$ cat src/rtl/mem_port_arbiter.sv
// rtl/mem_port_arbiter.sv - single-port memory arbiter for fetch/data paths (optional debug port: MEMARB_DBG_EN)
module mem_port_arbiter #(
    parameter int AW      = 32,
    parameter int DW      = 32,
    parameter int MEM_LAT = 2
) (
    input  logic          clk,
    input  logic          rst,
    input  logic          if_req,
    input  logic [AW-1:0] if_addr,
    output logic          if_gnt,
    output logic [DW-1:0] if_rdata,
    output logic          if_done,
    input  logic          d_req,
    input  logic          d_we,
    input  logic [AW-1:0] d_addr,
    input  logic [DW-1:0] d_wdata,
    output logic          d_gnt,
    output logic [DW-1:0] d_rdata,
    output logic          d_done,
    output logic          mem_en,
    output logic          mem_we,
    output logic [AW-1:0] mem_addr,
    output logic [DW-1:0] mem_wdata,
    input  logic [DW-1:0] mem_rdata,
`ifdef MEMARB_DBG_EN
    input  logic          dbg_req,
    input  logic          dbg_we,
    input  logic [AW-1:0] dbg_addr,
    input  logic [DW-1:0] dbg_wdata,
    output logic          dbg_gnt,
    output logic [DW-1:0] dbg_rdata,
    output logic          dbg_done,
`endif
    output logic          busy
);

    typedef enum logic [1:0] {S_IDLE, S_ACCESS, S_DONE} state_t;
    typedef enum logic [1:0] {OWN_IF, OWN_D, OWN_DBG} owner_t;

    localparam int CW = 4;

    state_t        state_q, state_d;
    owner_t        owner_q, owner_d;
    logic [CW-1:0] cnt_q, cnt_d;
    logic          last_is_d_q, last_is_d_d;
    logic          mem_en_q, mem_en_d;
    logic          mem_we_q, mem_we_d;
    logic          acc_we_q, acc_we_d;
    logic [AW-1:0] mem_addr_q, mem_addr_d;
    logic [DW-1:0] mem_wdata_q, mem_wdata_d;
    logic [DW-1:0] if_rdata_q, if_rdata_d;
    logic [DW-1:0] d_rdata_q, d_rdata_d;
    logic [DW-1:0] dbg_rdata_q, dbg_rdata_d;

    logic          dbg_req_w;
    logic          dbg_we_w;
    logic [AW-1:0] dbg_addr_w;
    logic [DW-1:0] dbg_wdata_w;

`ifdef MEMARB_DBG_EN
    assign dbg_req_w   = dbg_req;
    assign dbg_we_w    = dbg_we;
    assign dbg_addr_w  = dbg_addr;
    assign dbg_wdata_w = dbg_wdata;
`else
    assign dbg_req_w   = 1'b0;
    assign dbg_we_w    = 1'b0;
    assign dbg_addr_w  = '0;
    assign dbg_wdata_w = '0;
`endif

    logic          win_valid;
    owner_t        win_owner;
    logic          sel_we;
    logic [AW-1:0] sel_addr;
    logic [DW-1:0] sel_wdata;

    // Pick the winner among sampled requests: round-robin IF/D on a tie, debug only when both idle
    always_comb begin
        win_valid = 1'b1;
        win_owner = OWN_IF;
        if (if_req && d_req) begin
            win_owner = last_is_d_q ? OWN_IF : OWN_D;
        end else if (if_req) begin
            win_owner = OWN_IF;
        end else if (d_req) begin
            win_owner = OWN_D;
        end else if (dbg_req_w) begin
            win_owner = OWN_DBG;
        end else begin
            win_valid = 1'b0;
        end
        case (win_owner)
            OWN_D: begin
                sel_we    = d_we;
                sel_addr  = d_addr;
                sel_wdata = d_wdata;
            end
            OWN_DBG: begin
                sel_we    = dbg_we_w;
                sel_addr  = dbg_addr_w;
                sel_wdata = dbg_wdata_w;
            end
            default: begin
                sel_we    = 1'b0;
                sel_addr  = if_addr;
                sel_wdata = '0;
            end
        endcase
    end

    // Next-state logic: launch, latency countdown, read capture and completion
    always_comb begin
        state_d     = state_q;
        owner_d     = owner_q;
        cnt_d       = cnt_q;
        last_is_d_d = last_is_d_q;
        mem_en_d    = 1'b0;
        mem_we_d    = 1'b0;
        acc_we_d    = acc_we_q;
        mem_addr_d  = mem_addr_q;
        mem_wdata_d = mem_wdata_q;
        if_rdata_d  = if_rdata_q;
        d_rdata_d   = d_rdata_q;
        dbg_rdata_d = dbg_rdata_q;
        case (state_q)
            S_IDLE: begin
                if (win_valid) begin
                    state_d     = S_ACCESS;
                    owner_d     = win_owner;
                    cnt_d       = CW'(MEM_LAT);
                    mem_en_d    = 1'b1;
                    mem_we_d    = sel_we;
                    acc_we_d    = sel_we;
                    mem_addr_d  = sel_addr;
                    mem_wdata_d = sel_wdata;
                    if (win_owner != OWN_DBG) begin
                        last_is_d_d = (win_owner == OWN_D);
                    end
                end
            end
            S_ACCESS: begin
                cnt_d = cnt_q - 1'b1;
                if (cnt_q == CW'(1)) begin
                    state_d = S_DONE;
                    if (!acc_we_q) begin
                        case (owner_q)
                            OWN_IF:  if_rdata_d  = mem_rdata;
                            OWN_D:   d_rdata_d   = mem_rdata;
                            default: dbg_rdata_d = mem_rdata;
                        endcase
                    end
                end
            end
            S_DONE: begin
                state_d = S_IDLE;
            end
            default: begin
                state_d = S_IDLE;
            end
        endcase
    end

    // State register with synchronous reset; reset discards any in-flight access
    always_ff @(posedge clk) begin
        if (rst) begin
            state_q     <= S_IDLE;
            owner_q     <= OWN_IF;
            cnt_q       <= '0;
            last_is_d_q <= 1'b0;
            mem_en_q    <= 1'b0;
            mem_we_q    <= 1'b0;
            acc_we_q    <= 1'b0;
            mem_addr_q  <= '0;
            mem_wdata_q <= '0;
            if_rdata_q  <= '0;
            d_rdata_q   <= '0;
            dbg_rdata_q <= '0;
        end else begin
            state_q     <= state_d;
            owner_q     <= owner_d;
            cnt_q       <= cnt_d;
            last_is_d_q <= last_is_d_d;
            mem_en_q    <= mem_en_d;
            mem_we_q    <= mem_we_d;
            acc_we_q    <= acc_we_d;
            mem_addr_q  <= mem_addr_d;
            mem_wdata_q <= mem_wdata_d;
            if_rdata_q  <= if_rdata_d;
            d_rdata_q   <= d_rdata_d;
            dbg_rdata_q <= dbg_rdata_d;
        end
    end

    assign busy      = (state_q != S_IDLE);
    assign if_gnt    = busy && (owner_q == OWN_IF);
    assign d_gnt     = busy && (owner_q == OWN_D);
    assign if_done   = (state_q == S_DONE) && (owner_q == OWN_IF);
    assign d_done    = (state_q == S_DONE) && (owner_q == OWN_D);
    assign if_rdata  = if_rdata_q;
    assign d_rdata   = d_rdata_q;
    assign mem_en    = mem_en_q;
    assign mem_we    = mem_we_q;
    assign mem_addr  = mem_addr_q;
    assign mem_wdata = mem_wdata_q;

`ifdef MEMARB_DBG_EN
    assign dbg_gnt   = busy && (owner_q == OWN_DBG);
    assign dbg_done  = (state_q == S_DONE) && (owner_q == OWN_DBG);
    assign dbg_rdata = dbg_rdata_q;
`else
    logic unused_dbg;
    assign unused_dbg = ^{dbg_rdata_q, dbg_we_w};
`endif

endmodule

$ cat config.mk
export PLATFORM = sky130hd
export DESIGN_NAME = mem_port_arbiter
export DESIGN_NICKNAME = d
export VERILOG_FILES = /design/src/rtl/mem_port_arbiter.sv
export SDC_FILE = /design/constraint.sdc
export NUM_CORES = 1
export LEC_CHECK = 0
export CAP_MARGIN = 20
export CORE_AREA = 2 2 105 107
export CTS_CLUSTER_SIZE = 40
export DETAILED_ROUTE_END_ITERATION = 8
export DIE_AREA = 0 0 107 109
export DONT_BUFFER_PORTS = 1
export PLACE_DENSITY = 0.72
export RECOVER_POWER = 100
export SYNTH_ARGS = -nofsm -noshare
export SYNTH_HDL_FRONTEND = slang
export SYNTH_SLANG_ARGS = --single-unit
$ cat constraint.sdc
create_clock -name clk -period 2.5 [get_ports clk]
set_input_delay 0.5 -clock clk [delete_from_list [all_inputs] [get_ports clk]]
set_output_delay 0.5 -clock clk [all_outputs]
set_load 0.005 [all_outputs]
; Word-level counts from Yosys, hierarchy flattened
; Index checks and enable logic that the tools add are counted.
[word_totals]
ff_bits = 140
latch_bits = 0
mem_bits_rw = 0
rom_bits = 0
input_bits = 133
output_inout_bits = 135
elab_cells = 57
n_memories = 0
[op_classes]
n_addsub = 1
mul = 0
n_div = 0
magnitude_cmp = 0
eq_ne = 9
n_shift = 0
muxes = 16
bitwise = 3
reduce_logical = 17
[op_table]
columns = op, count
row1 = $pmux 32 s2, 1
row2 = $mux 32, 1
row3 = $mux 1, 8
row4 = $pmux 4 s2, 1
row5 = $reduce_and 4->1, 2
row6 = $eq 2x1->1 const B, 3
row7 = $mux 2, 3
row8 = $ne 2x2->1 const B, 3
row9 = $reduce_and 2->1, 3
row10 = $logic_and 1x1->1, 5
row11 = $eq 2x2->1 const B, 2
row12 = $eq 4x1->1 const B, 1
row13 = $logic_not 2->1, 2
row14 = $mux 4, 1
row15 = $pmux 2 s2, 1
row16 = $reduce_bool 2->1, 2
row17 = $sub 4x1->4 const B, 1
row18 = $not 1->1, 3
row19 = $reduce_and 3->1, 1
row20 = $reduce_or 3->1, 1
row21 = $reduce_or 2->1, 1

; Longest topological paths before layout
; Gate-level depths: netlist of run 1.
[depth]
word_depth = 5
mapped_depth = 7
depth_no_buf = 5

; Worst setup path before layout of run 1
; OpenSTA, ideal clock, no wires.
[synth_timing]
path_type = flip-flop to flip-flop
startpoint = reg cnt_q[1]
endpoint = reg d_rdata_q[10], in the netlist d_rdata[10]
setup_time_ps = 118
arrival_ps = 1755
required_ps = 2382
setup_slack_ps = 627
path_stages_with_launch = 8
path_buffers = 2
period_less_slack_ps = 1873
cell_sequence = dfxtp_1 > inv_1 > ha_1 > or3b_4 > or4_4 > buf_6 > buf_12 > mux2i_1
[synth_between]
elab_chain_len = 2
[synth_rtl]
columns = element, line_no
row1 = "start, declared", 45  ; logic [CW-1:0] cnt_q, cnt_d;
row2 = "start signal, assigned", 183  ; cnt_q <= cnt_d;
row3 = $eq 4x1->1, 145  ; if (cnt_q == CW'(1)) begin
row4 = $reduce_and 4->1 (no source line), -
row5 = "end signal, assigned", 191  ; d_rdata_q <= d_rdata_d;
row6 = "end, declared", 53  ; logic [DW-1:0] d_rdata_q, d_rdata_d;
; No other way between the ends.
; A chain may end at the register's enable or synchronous reset.

; Worst setup path in the final report of run 1
[layout_timing]
startpoint = reg state_q[1]
endpoint = out if_gnt
[layout_between]
elab_chain_len = 2
[layout_rtl]
columns = element, line_no
row1 = "start, declared", 43  ; state_t state_q, state_d;
row2 = "start signal, assigned", 181  ; state_q <= state_d;
row3 = $reduce_bool 2->1, 196  ; assign busy = (state_q != S_IDLE);
row4 = $logic_and 1x1->1, 197  ; assign if_gnt = busy && (owner_q == OWN_IF);
row5 = "end, declared", 11  ; output logic if_gnt,
; No other way between the ends.

==> metrics.log, run 1 <==
[metrics] result of the run: finished, final reports clean
[metrics] hold_ws: 0.0830 ns
[metrics] warning count from the yosys run: 0
[metrics] worst setup path category: reg -> out
[metrics] most used flip-flop cell after synthesis: dfxtp_1
[metrics] iteration count of the initial detailed-routing pass: 5
[metrics] Core Util, Final: 59.8%
[metrics] required time of the worst setup path: 2.00 ns
[metrics] Clock H-tree levels: 4
[metrics] clk root buf: clkbuf_8
[metrics] proportion of synthesized flip-flops having asynchronous set or reset: 0%
[metrics] Antenna Diode Count: 0
[metrics] sinks on the clock net: 138
[metrics] Slew Limit Fails: 0
[metrics] die outline area: 11700 µm²
[metrics] sequential fraction of the synthesis area: 47.2%
[metrics] top cell family by delay on the critical path: buffers and inverters
[metrics] cells along the critical path: nor2_4 -> buf_4 -> nor2_1
[metrics] register clock-pin slew on the reported worst setup and hold paths: 0.06 ns
[metrics] GRT overflow: 0
[metrics] end of the worst hold path: mem_wdata[6]$_SDFFE_PP0P_
[metrics] startpoint class of the critical path: register
[metrics] Final WS setup: 0.273 ns
[metrics] Hold Fails Final Rpt: 0
[metrics] post-synthesis sequential element count: 138
[metrics] first-pass GRT wire length: 21900 µm
[metrics] largest stage delay on the critical path: 0.56 ns
[metrics] Worst Reg2Reg Path Length in Cells: 6
[metrics] total routing resource utilization after global routing: 23.5%
[metrics] Iter 0 DRT Violations: 346
[metrics] Max FO, Critical Path: 69
[metrics] Floorplan Core Area: 10600 µm²
[metrics] routed length per instance: 18.8 µm
[metrics] number of buffers between clock root and the deepest sink: 2
[metrics] cts repair resizes: 0
[metrics] reported leakage power: 2.42 nW
[metrics] highest ir drop seen on vdd: 0.437 mV
[metrics] Synth area leaders: dfxtp_1 47%, mux2i_1 11%, nand2b_1 8.4%, a21oi_1 5.8%, a311oi_1 4.8%
[metrics] quantity of hold-fixing buffers added after cts: 0
[metrics] Clock Latency Late Sink: 0.50 ns
[metrics] Hold Crit Start: rst
[metrics] share of post-route cells with drive strength above 1: 10.4%
[metrics] data arrival at the endpoint of the critical path: 1.73 ns
[metrics] post-CTS setup buffers: 0
[metrics] worst-margin pin slew: 0.987 ns
[metrics] via-per-instance ratio: 6.04
[metrics] standard cell with the maximum stage delay on the critical path: buf_4
[metrics] remaining design rule violation count: 0
[metrics] final setup violating endpoints: 0
[metrics] WL final: 14000 µm
[metrics] RSZ-0062 raised after global routing: false
[metrics] EDFF count, synth: 0
[metrics] final weighted congestion of routability-driven global placement: 0.817
[metrics] Post-Synthesis Net Count: 766
[metrics] Final Skew: 0.00802 ns
[metrics] Yosys top cell area share: 47.2%
[metrics] hold path cells: 1
[metrics] height of the die: 109 µm
[metrics] initial antenna violation count: 0
[metrics] cell type contributing the most total cell area after synthesis: dfxtp_1
[metrics] Port Buffer Count: 0
[metrics] sort of element at the end of the critical path: output port
[metrics] Syn Area/Cell: 9.27 µm²
[metrics] mapped cell area: 5850 µm²
[metrics] clock buffer count from CTS: 17
[metrics] vias: 4520
[metrics] Post-DRT Antenna Nets: 0
[metrics] starting density of the core: 55.2%
[metrics] worst min-delay path class: in -> reg
[metrics] gate count after technology mapping: 631
[metrics] number of unique standard cell types used by synthesis: 35
[metrics] reg-to-reg critical path startpoint: cnt_q[1]$_SDFFE_PP0P_
[metrics] highest attainable clock frequency: 449 MHz
[metrics] time the final worst path needs with I/O delays and setup: 2.23 ns
[metrics] reg2reg end: if_rdata[30]$_SDFFE_PP0P_
[metrics] floorplan die width: 107 µm
[metrics] TritonCTS clock tree: built
[metrics] vias in the first global route: 4387
[metrics] setup tns final: 0 ns
[metrics] cell row count: 38
[metrics] max-cap violation count: 0
[metrics] power density over the cells: 814 nW/µm²
[metrics] minimum setup slack among reg-to-reg paths: 0.34 ns
[metrics] area added between synthesis and finish: 8.40%
[metrics] Total Nets Final: 731
[metrics] Boundary Pins: 268
[metrics] final critical-path share of the clock period: 89.1%
[metrics] HPWL after DPL: 9350 µm
[metrics] combined buffer and inverter count along the critical path: 1
[metrics] setup slack at placement: 0.406 ns
[metrics] maximum number of pins on one net before global-route repair: 171
[metrics] worst slew margin relative to its limit: 34.2%
[worst max-delay path by stage]
| stage | startpoint | end | slack (ns) | cells past startpoint |
|---|---|---|---|---|
| after detailed placement | cnt_q[1]$_SDFFE_PP0P_ | d_rdata[16]$_SDFFE_PP0P_ | 0.41 | 5 |
| final | state_q[1]$_SDFFE_PP0P_ | if_gnt | 0.27 | 3 |
| after global routing | state_q[1]$_SDFFE_PP0P_ | if_gnt | 0.16 | 3 |
| after CTS | state_q[1]$_SDFFE_PP0P_ | d_gnt | 0.26 | 3 |
| after global placement | cnt_q[1]$_SDFFE_PP0P_ | d_rdata[21]$_SDFFE_PP0P_ | 0.48 | 5 |
| after floorplan | cnt_q[1]$_SDFFE_PP0P_ | d_rdata[10]$_SDFFE_PP0P_ | 0.63 | 7 |
[registers in the layout, indices dropped and copies added, names as in the netlist]
| register | cells |
|---|---|
| d_rdata | 32 |
| if_rdata | 32 |
| mem_addr | 32 |
| mem_wdata | 32 |
| cnt_q | 4 |
| state_q | 2 |
| acc_we_q | 1 |
| last_is_d_q | 1 |
| mem_en | 1 |
| mem_we | 1 |
[cells in the mapped netlist (2+ instances only)]
| master | number |
|---|---|
| dfxtp_1 | 138 |
| nor3_1 | 3 |
| nor3b_1 | 2 |
| inv_1 | 4 |
| ha_1 | 2 |
| a21oi_1 | 68 |
| nand3_1 | 2 |
| a311oi_1 | 32 |
| o211ai_1 | 2 |
| buf_12 | 3 |
| mux2i_1 | 64 |
| nor2_1 | 7 |
| buf_4 | 2 |
| nand2_1 | 69 |
| o21ai_0 | 34 |
| clkbuf_1 | 49 |
| nand2b_1 | 79 |
| or2b_2 | 18 |
| buf_2 | 5 |
| nand4_1 | 33 |
[power by group]
group          total, mW  leakage, nW  switching (mW)  internal (mW)
registers           2.43         1.13           0.105           2.32
logic              0.434         1.03           0.261          0.173
clock network       2.30        0.261           0.916           1.39
total               5.16         2.42            1.28           3.88
[worst register-to-register path, delay by kind of cell (launching register included)]
family / cells / cell delay, ns
multiplexers: 1 / 0.30
adder cells (fa/ha/maj): 1 / 0.14
AND/OR/NAND/NOR: 2 / 0.67
buffers and inverters: 2 / 0.65
flip-flops: 1 / 0.32
[cell type report]
cell class                      count  area (µm²)
Fill cell                         910        4260
Tap cell                          140         175
Sequential cell                   138        2760
Multi-Input combinational cell    428        2790
Clock buffer                       20         455
Timing Repair Buffer                7        52.6
Clock inverter                     11        96.3
Inverter                            4        15.0
[per-stage QoR]
step           area (µm²)  total power, mW  instances
2_1_floorplan        5850             2.83        631
3_3_place_gp         5810             2.88        717
3_5_place_dp         5810             2.91        717
4_1_cts              6360             5.21        748
5_1_grt              6340             5.38        748
6_report             6340             5.16        748
[cell usage in the layout (no fill, tap or decap), types with 3 or more instances in the layout]
master	n
clkinvlp_4	5
nor3_1	3
buf_4	6
mux2i_1	64
clkinv_2	4
nand2b_1	79
a21oi_1	68
clkbuf_8	4
o21ai_0	34
dfxtp_1	138
clkbuf_16	16
nand4_1	33
a311oi_1	32
inv_1	4
nor2_1	5
nand2_1	69
or2b_2	18
[kinds of logic (layout without fill, tap and decap cells)]
logic type      after synthesis  after routing  share of synthesized area (%)
fa+ha+maj                     2              2                          0.428
simple gates                221            221                           21.6
buf+inv                      65             42                           5.37
mux                          64             64                           10.9
flops                       138            138                           47.2
xor+xnor                      1              1                          0.150
compound gates              140            140                           14.3
[routing by layer]
layer	global-route usage (%)	wire [µm]	vias to the layer above
met3	8.43	1360	27
met4	8.72	267	0
met5	0	0	-
met1	27.2	5380	2127
met2	40.1	7030	221
li1	-	-	2145
No activity file was read; power rests on OpenSTA's default activity.
==> inputs of run 2 (changes only) <==
- ABC_AREA: default -> 1
- CORE_AREA: 2 2 105 107 -> 2 2 104 106
- DIE_AREA: 0 0 107 109 -> 0 0 106 108
==> run 2 against run 1 <==
Effect of this change: clock power is 11% higher; maximum frequency is 18% higher; synthesized cell count is 27% higher; first-iteration DRC count is 6.4% higher; highest routed layer unchanged; register-to-register slack better by 0.28 ns; die area is 1.8% lower; clock skew is 0.0023 ns higher; global-route usage is 2.0 points higher.
==> metrics.log, run 2 <==
[metrics] hold_ws: 0.0488 ns
[metrics] result of the run: finished, final reports clean
[metrics] Post-Synthesis Net Count: 939
[metrics] worst setup path category: reg -> out
[metrics] HPWL after DPL: 10200 µm
[metrics] total routing resource utilization after global routing: 25.5%
[metrics] Yosys top cell area share: 48.2%
[metrics] Hold Crit Start: rst
[metrics] reported leakage power: 2.64 nW
[metrics] Clock H-tree levels: 4
[metrics] height of the die: 108 µm
[metrics] most common cell after layout, fill and taps aside: nand2_1
[metrics] Final Skew: 0.0103 ns
[metrics] Hold Fails Final Rpt: 0
[metrics] Total Nets Final: 911
[metrics] end of the worst hold path: mem_wdata[19]$_SDFFE_PP0P_
[metrics] most numerous cell in the Yosys netlist: nand2_1
[metrics] cell row count: 37
[metrics] total placed cells including tap cells: 893
[metrics] global routing's busiest layer: met2
[metrics] global routing usage on met3: 8.98%
[metrics] die outline area: 11400 µm²
[metrics] remaining design rule violation count: 0
[metrics] sort of element at the end of the critical path: output port
[metrics] final weighted congestion of routability-driven global placement: 0.876
[metrics] worst slew margin relative to its limit: 48.0%
[metrics] number of unique standard cell types used by synthesis: 19
[metrics] gate count after technology mapping: 804
[metrics] number of inserted filler cells in the final layout: 940
[metrics] highest attainable clock frequency: 529 MHz
[metrics] share of post-route cells with drive strength above 1: 6.08%
[metrics] Worst Reg2Reg Path Length in Cells: 8
[metrics] Max FO, Critical Path: 7
[metrics] most used flip-flop cell after synthesis: dfxtp_1
[metrics] cts repair resizes: 0
[metrics] post-synthesis sequential element count: 138
[metrics] vias in the first global route: 4777
[metrics] Port Buffer Count: 0
[metrics] Boundary Pins: 268
[metrics] via-per-instance ratio: 5.41
[metrics] routed length per instance: 15.8 µm
[metrics] largest stage delay on the critical path: 0.45 ns
[metrics] reg-to-reg critical path startpoint: cnt_q[1]$_SDFFE_PP0P_
[metrics] register clock-pin slew on the reported worst setup and hold paths: 0.06 ns
[metrics] setup slack at placement: 0.713 ns
[metrics] vias: 5002
[metrics] number of buffers between clock root and the deepest sink: 2
[metrics] non-filler instance count after layout: 925
[metrics] Antenna Diode Count: 0
[metrics] hold path cells: 1
[metrics] data arrival at the endpoint of the critical path: 1.39 ns
[metrics] EDFF count, synth: 0
[metrics] power density over the cells: 889 nW/µm²
[metrics] clock buffer count from CTS: 17
[metrics] sinks on the clock net: 138
[metrics] worst min-delay path class: in -> reg
[metrics] proportion of synthesized flip-flops having asynchronous set or reset: 0%
[metrics] RSZ-0062 raised after global routing: false
[metrics] cell type contributing the most total cell area after synthesis: dfxtp_1
[metrics] Power, Total: 5.57 mW
[metrics] required time of the worst setup path: 2.00 ns
[metrics] area added between synthesis and finish: 9.12%
[metrics] Syn Area/Cell: 7.14 µm²
[metrics] WL final: 14600 µm
[metrics] GRT met1 Usage: 29.0%
[metrics] first-pass GRT wire length: 23300 µm
[metrics] standard cell with the maximum stage delay on the critical path: dfxtp_1
[metrics] Synth area leaders: dfxtp_1 48%, nand2_1 11%, nor2_1 11%, nand3_1 9.2%, a21oi_1 6.0%
[metrics] cells along the critical path: inv_1 -> nor3_1
[metrics] mapped cell area: 5740 µm²
[metrics] Floorplan Core Area: 10200 µm²
[metrics] highest ir drop seen on vdd: 0.441 mV
[metrics] iteration count of the initial detailed-routing pass: 5
[metrics] Post-DRT Antenna Nets: 0
[metrics] clk root buf: clkbuf_8
[metrics] combined buffer and inverter count along the critical path: 1
[metrics] reg2reg end: d_rdata[4]$_SDFFE_PP0P_
[metrics] maximum number of pins on one net before global-route repair: 66
[metrics] met2 usage: 44.7%
[metrics] final critical-path share of the clock period: 75.5%
[metrics] GRT overflow: 0
[metrics] Clock Latency Late Sink: 0.51 ns
[metrics] floorplan die width: 106 µm
[metrics] worst-margin pin slew: 0.779 ns
[metrics] setup tns final: 0 ns
[metrics] sequential fraction of the synthesis area: 48.2%
[metrics] final setup violating endpoints: 0
[metrics] commonest cells after routing, fill and taps aside: 174 x nand2_1, 167 x nor2_1, 138 x dfxtp_1
[metrics] starting density of the core: 56.1%
[metrics] post-CTS setup buffers: 0
[metrics] warning count from the yosys run: 0
[metrics] initial antenna violation count: 0
[metrics] list of most frequent post-synthesis cells: 174 x nand2_1, 168 x nor2_1, 138 x dfxtp_1
[metrics] Iter 0 DRT Violations: 368
[metrics] quantity of hold-fixing buffers added after cts: 0
[metrics] max-cap violation count: 0
[metrics] minimum setup slack among reg-to-reg paths: 0.62 ns
[metrics] TritonCTS clock tree: built
[metrics] startpoint class of the critical path: register
[metrics] Slew Limit Fails: 0
[metrics] Final WS setup: 0.611 ns
[metrics] top cell family by delay on the critical path: flip-flops
[metrics] time the final worst path needs with I/O delays and setup: 1.89 ns
-- run 2: changes by cell type in the layout (fill, tap and decap cells not counted), moves of 32 or more --
cell and change:
nand2_1 +105, mux2i_1 -64, nand3_1 +104, nor2_1 +162, a311oi_1 -32, nand4_1 -33
nand2b_1 -79, inv_1 +40
-- run 2: cell families after synthesis --
family                     count (synthesis)  share of synthesized area, %
and+or+nand+nor                          459                          33.3
DFF                                      138                          48.2
AOI/OAI and AO/OA                        103                          8.99
buffers and inverters                    102                          9.07
adders and majority gates                  2                         0.436
-- run 2: cell type report --
class / count / area, µm² / area share, %
Clock inverter: 11 / 169 / 2.70
Clock buffer: 21 / 439 / 7.02
Sequential cell: 138 / 2760 / 44.1
Tap cell: 136 / 170 / 2.72
Timing Repair Buffer: 9 / 90.1 / 1.44
Inverter: 46 / 173 / 2.76
Multi-Input combinational cell: 564 / 2460 / 39.2
-- run 2: metrics by stage --
stage,util [%],cell area [µm²]
4_1_cts,61.3,6270
3_5_place_dp,55.4,5670
5_1_grt,61.2,6260
6_report,61.2,6260
2_1_floorplan,-,5740
3_3_place_gp,55.4,5670
-- run 2: worst max path at each step --
stage | startpoint | end | slack, ns | cells past startpoint
after floorplan | d_req | mem_addr[10]$_SDFFE_PP0P_ | 1.10 | 7
after global placement | cnt_q[1]$_SDFFE_PP0P_ | if_rdata[1]$_SDFFE_PP0P_ | 0.82 | 6
after detailed placement | cnt_q[1]$_SDFFE_PP0P_ | if_rdata[23]$_SDFFE_PP0P_ | 0.71 | 6
after CTS | last_is_d_q$_SDFFE_PP0P_ | d_done | 0.55 | 2
after global routing | cnt_q[1]$_SDFFE_PP0P_ | d_rdata[10]$_SDFFE_PP0P_ | 0.44 | 8
final | last_is_d_q$_SDFFE_PP0P_ | d_done | 0.61 | 2
-- run 2: report_power, final --
group,leakage (nW),internal (mW),total [mW],switching [mW]
sequential,1.13,2.34,2.45,0.114
combinational,1.22,0.173,0.557,0.384
clock,0.296,1.65,2.56,0.910
-- run 2: layer usage --
layer	wire [µm]	up-vias
li1	-	2498
met1	5700	2288
met2	7530	200
met3	1230	16
met4	182	0
met5	0	-
==> inputs of run 3 (changes only) <==
- CORE_AREA: 2 2 104 106 -> default
- CORE_MARGIN: default -> 2
- CORE_UTILIZATION: default -> 57
- DIE_AREA: 0 0 106 108 -> default
- PLACE_DENSITY: 0.72 -> 0.76
- clock period: 2.5 -> 1.5 ns (I/O delays scaled with it)
==> run 3 against run 2 <==
Effect of this change: the flow now finishes with violations (negative setup slack); register-to-register slack lost 0.60 ns; first-iteration DRC count rose by 14%; global-route usage rose by 4.2 points; power up 65%; combinational power rose by 130%; core utilization increased by 13 points; cell area is 16% higher; non-clock buffer count rose by 83; cell count grew 8.6%; critical path type unchanged; largest power group is now sequential cells.
==> metrics.log, run 3 (synthesis results as in run 2) <==
[metrics] Final WS setup: -0.00333 ns
[metrics] share of post-route cells with drive strength above 1: 10.3%
[metrics] final setup violating endpoints: 1
[metrics] largest stage delay on the critical path: 0.40 ns
[metrics] commonest cells after routing, fill and taps aside: 173 x nand2_1, 156 x nor2_1, 134 x dfxtp_1
[metrics] Port Buffer Count: 0
[metrics] vias: 5715
[metrics] Power, Total: 9.16 mW
[metrics] height of the die: 104 µm
[metrics] Antenna Diode Count: 0
[metrics] worst-margin pin slew: 0.386 ns
[metrics] floorplan die width: 104 µm
[metrics] Post-DRT Antenna Nets: 0
[metrics] highest attainable clock frequency: 665 MHz
[metrics] highest ir drop seen on vdd: 0.736 mV
[metrics] cells along the critical path: inv_6 -> nor3_4
[metrics] Iter 0 DRT Violations: 419
[metrics] standard cell with the maximum stage delay on the critical path: dfxtp_4
[metrics] clk root buf: clkbuf_8
[metrics] met2 usage: 50.7%
[metrics] clock buffer count from CTS: 17
[metrics] vias in the first global route: 5433
[metrics] time the final worst path needs with I/O delays and setup: 1.50 ns
[metrics] area of combinational cells with multiple inputs: 2550 µm²
[metrics] remaining design rule violation count: 0
[metrics] Final Skew: 0.00560 ns
[metrics] data arrival at the endpoint of the critical path: 1.20 ns
[metrics] register clock-pin slew on the reported worst setup and hold paths: 0.06 ns
[metrics] global routing usage on met3: 11.0%
[metrics] final weighted congestion of routability-driven global placement: 0.862
[metrics] sinks on the clock net: 138
[metrics] most common cell after layout, fill and taps aside: nand2_1
[metrics] GRT overflow: 0
[metrics] power density over the cells: 1270 nW/µm²
[metrics] Slew Limit Fails: 0
[metrics] max-cap violation count: 0
[metrics] Placed Area: 5810 µm²
[metrics] global routing's busiest layer: met2
[metrics] reported leakage power: 3.04 nW
[metrics] worst setup path category: reg -> out
[metrics] starting density of the core: 58.7%
[metrics] RSZ-0062 raised after global routing: true
[metrics] Total Nets Final: 994
[metrics] worst slew margin relative to its limit: 74.2%
[metrics] number of buffers between clock root and the deepest sink: 2
[metrics] Boundary Pins: 268
[metrics] die outline area: 10900 µm²
[metrics] cell row count: 36
[metrics] TritonCTS clock tree: built
[metrics] startpoint class of the critical path: register
[metrics] number of inserted filler cells in the final layout: 721
[metrics] Hold Fails Final Rpt: 0
[metrics] Floorplan Core Area: 9770 µm²
[metrics] worst min-delay path class: in -> reg
[metrics] HPWL after DPL: 10100 µm
[metrics] area added between synthesis and finish: 26.0%
[metrics] maximum number of pins on one net before global-route repair: 65
[metrics] failing checks: negative setup slack
[metrics] via-per-instance ratio: 5.69
[metrics] final critical-path share of the clock period: 100%
[metrics] Clock Latency Late Sink: 0.53 ns
[metrics] iteration count of the initial detailed-routing pass: 5
[metrics] first-pass GRT wire length: 25900 µm
[metrics] Final Cell Area: 7230 µm²
[metrics] WL final: 17300 µm
[metrics] result of the run: complete, but fails checks
[metrics] total area of sequential cells: 2780 µm²
[metrics] initial antenna violation count: 0
[metrics] Max FO, Critical Path: 5
[metrics] Clock H-tree levels: 4
[metrics] routed length per instance: 17.2 µm
[metrics] required time of the worst setup path: 1.20 ns
[metrics] total routing resource utilization after global routing: 29.7%
[metrics] sort of element at the end of the critical path: output port
[metrics] GRT met1 Usage: 30.6%
run 3: final timing paths:
path                                           startpoint                        end  slack, ns  depth (start not counted)
worst max-delay path              state_q[1]$_SDFFE_PP0P_                     d_done     -0.003                          2
worst min-delay path                        mem_rdata[10]  if_rdata[10]$_SDFFE_PP0P_       0.02                          4
worst max register to register      cnt_q[1]$_SDFFE_PP0P_  if_rdata[26]$_SDFFE_PP0P_       0.02                          8
worst min register to register  mem_wdata[0]$_SDFFE_PP0P_  mem_wdata[0]$_SDFFE_PP0P_       0.49                          2
run 3: critical path: cells and delay by family, from the launching register on:
kind	cells	cell delay (ns)
buffers and inverters	1	0.06
DFF	1	0.40
and+or+nand+nor	1	0.22
run 3: area by class of cell:
type | count | share of cell area, %
flip-flops and latches | 138 | 38.4
repair buffers | 92 | 14.2
multi-input cells | 564 | 35.2
well taps | 133 | 2.30
inverters | 46 | 2.49
clock inverters | 12 | 1.40
clock buffers | 20 | 6.02
run 3: power by group:
part,switching [mW],internal [mW],leakage (nW)
Sequential,0.215,3.90,1.13
Combinational,0.757,0.517,1.66
Clock,1.55,2.22,0.252
run 3: metal layers:
metal | vias up | part of all wire, %
met4 | 0 | 5.4
met2 | 349 | 50
li1 | 2670 | -
met5 | - | 0
met1 | 2618 | 35
met3 | 78 | 9.3
run 3: stage by stage:
step	setup WS (ns)	util [%]	std cells	hold WS [ns]	TNS, ns
final	-0.00333	74.0	1005	0.0235	-0.00333
after global placement	0.0820	59.4	899	0.371	0
after CTS	-0.0280	72.4	999	0.00162	-0.0317
after detailed placement	-0.0413	59.4	899	0.374	-0.637
after floorplan	0.104	-	804	0.436	0
after global routing	-0.0727	74.0	1005	0.0228	-1.28
run 3: timing repair:
action,in CTS,in global routing
gates resized for setup,16,20
hold buffers,68,0
pin swaps,1,20
hold endpoints to repair,73,0
setup buffers,0,3
setup endpoints to repair,40,62
gates cloned,0,3
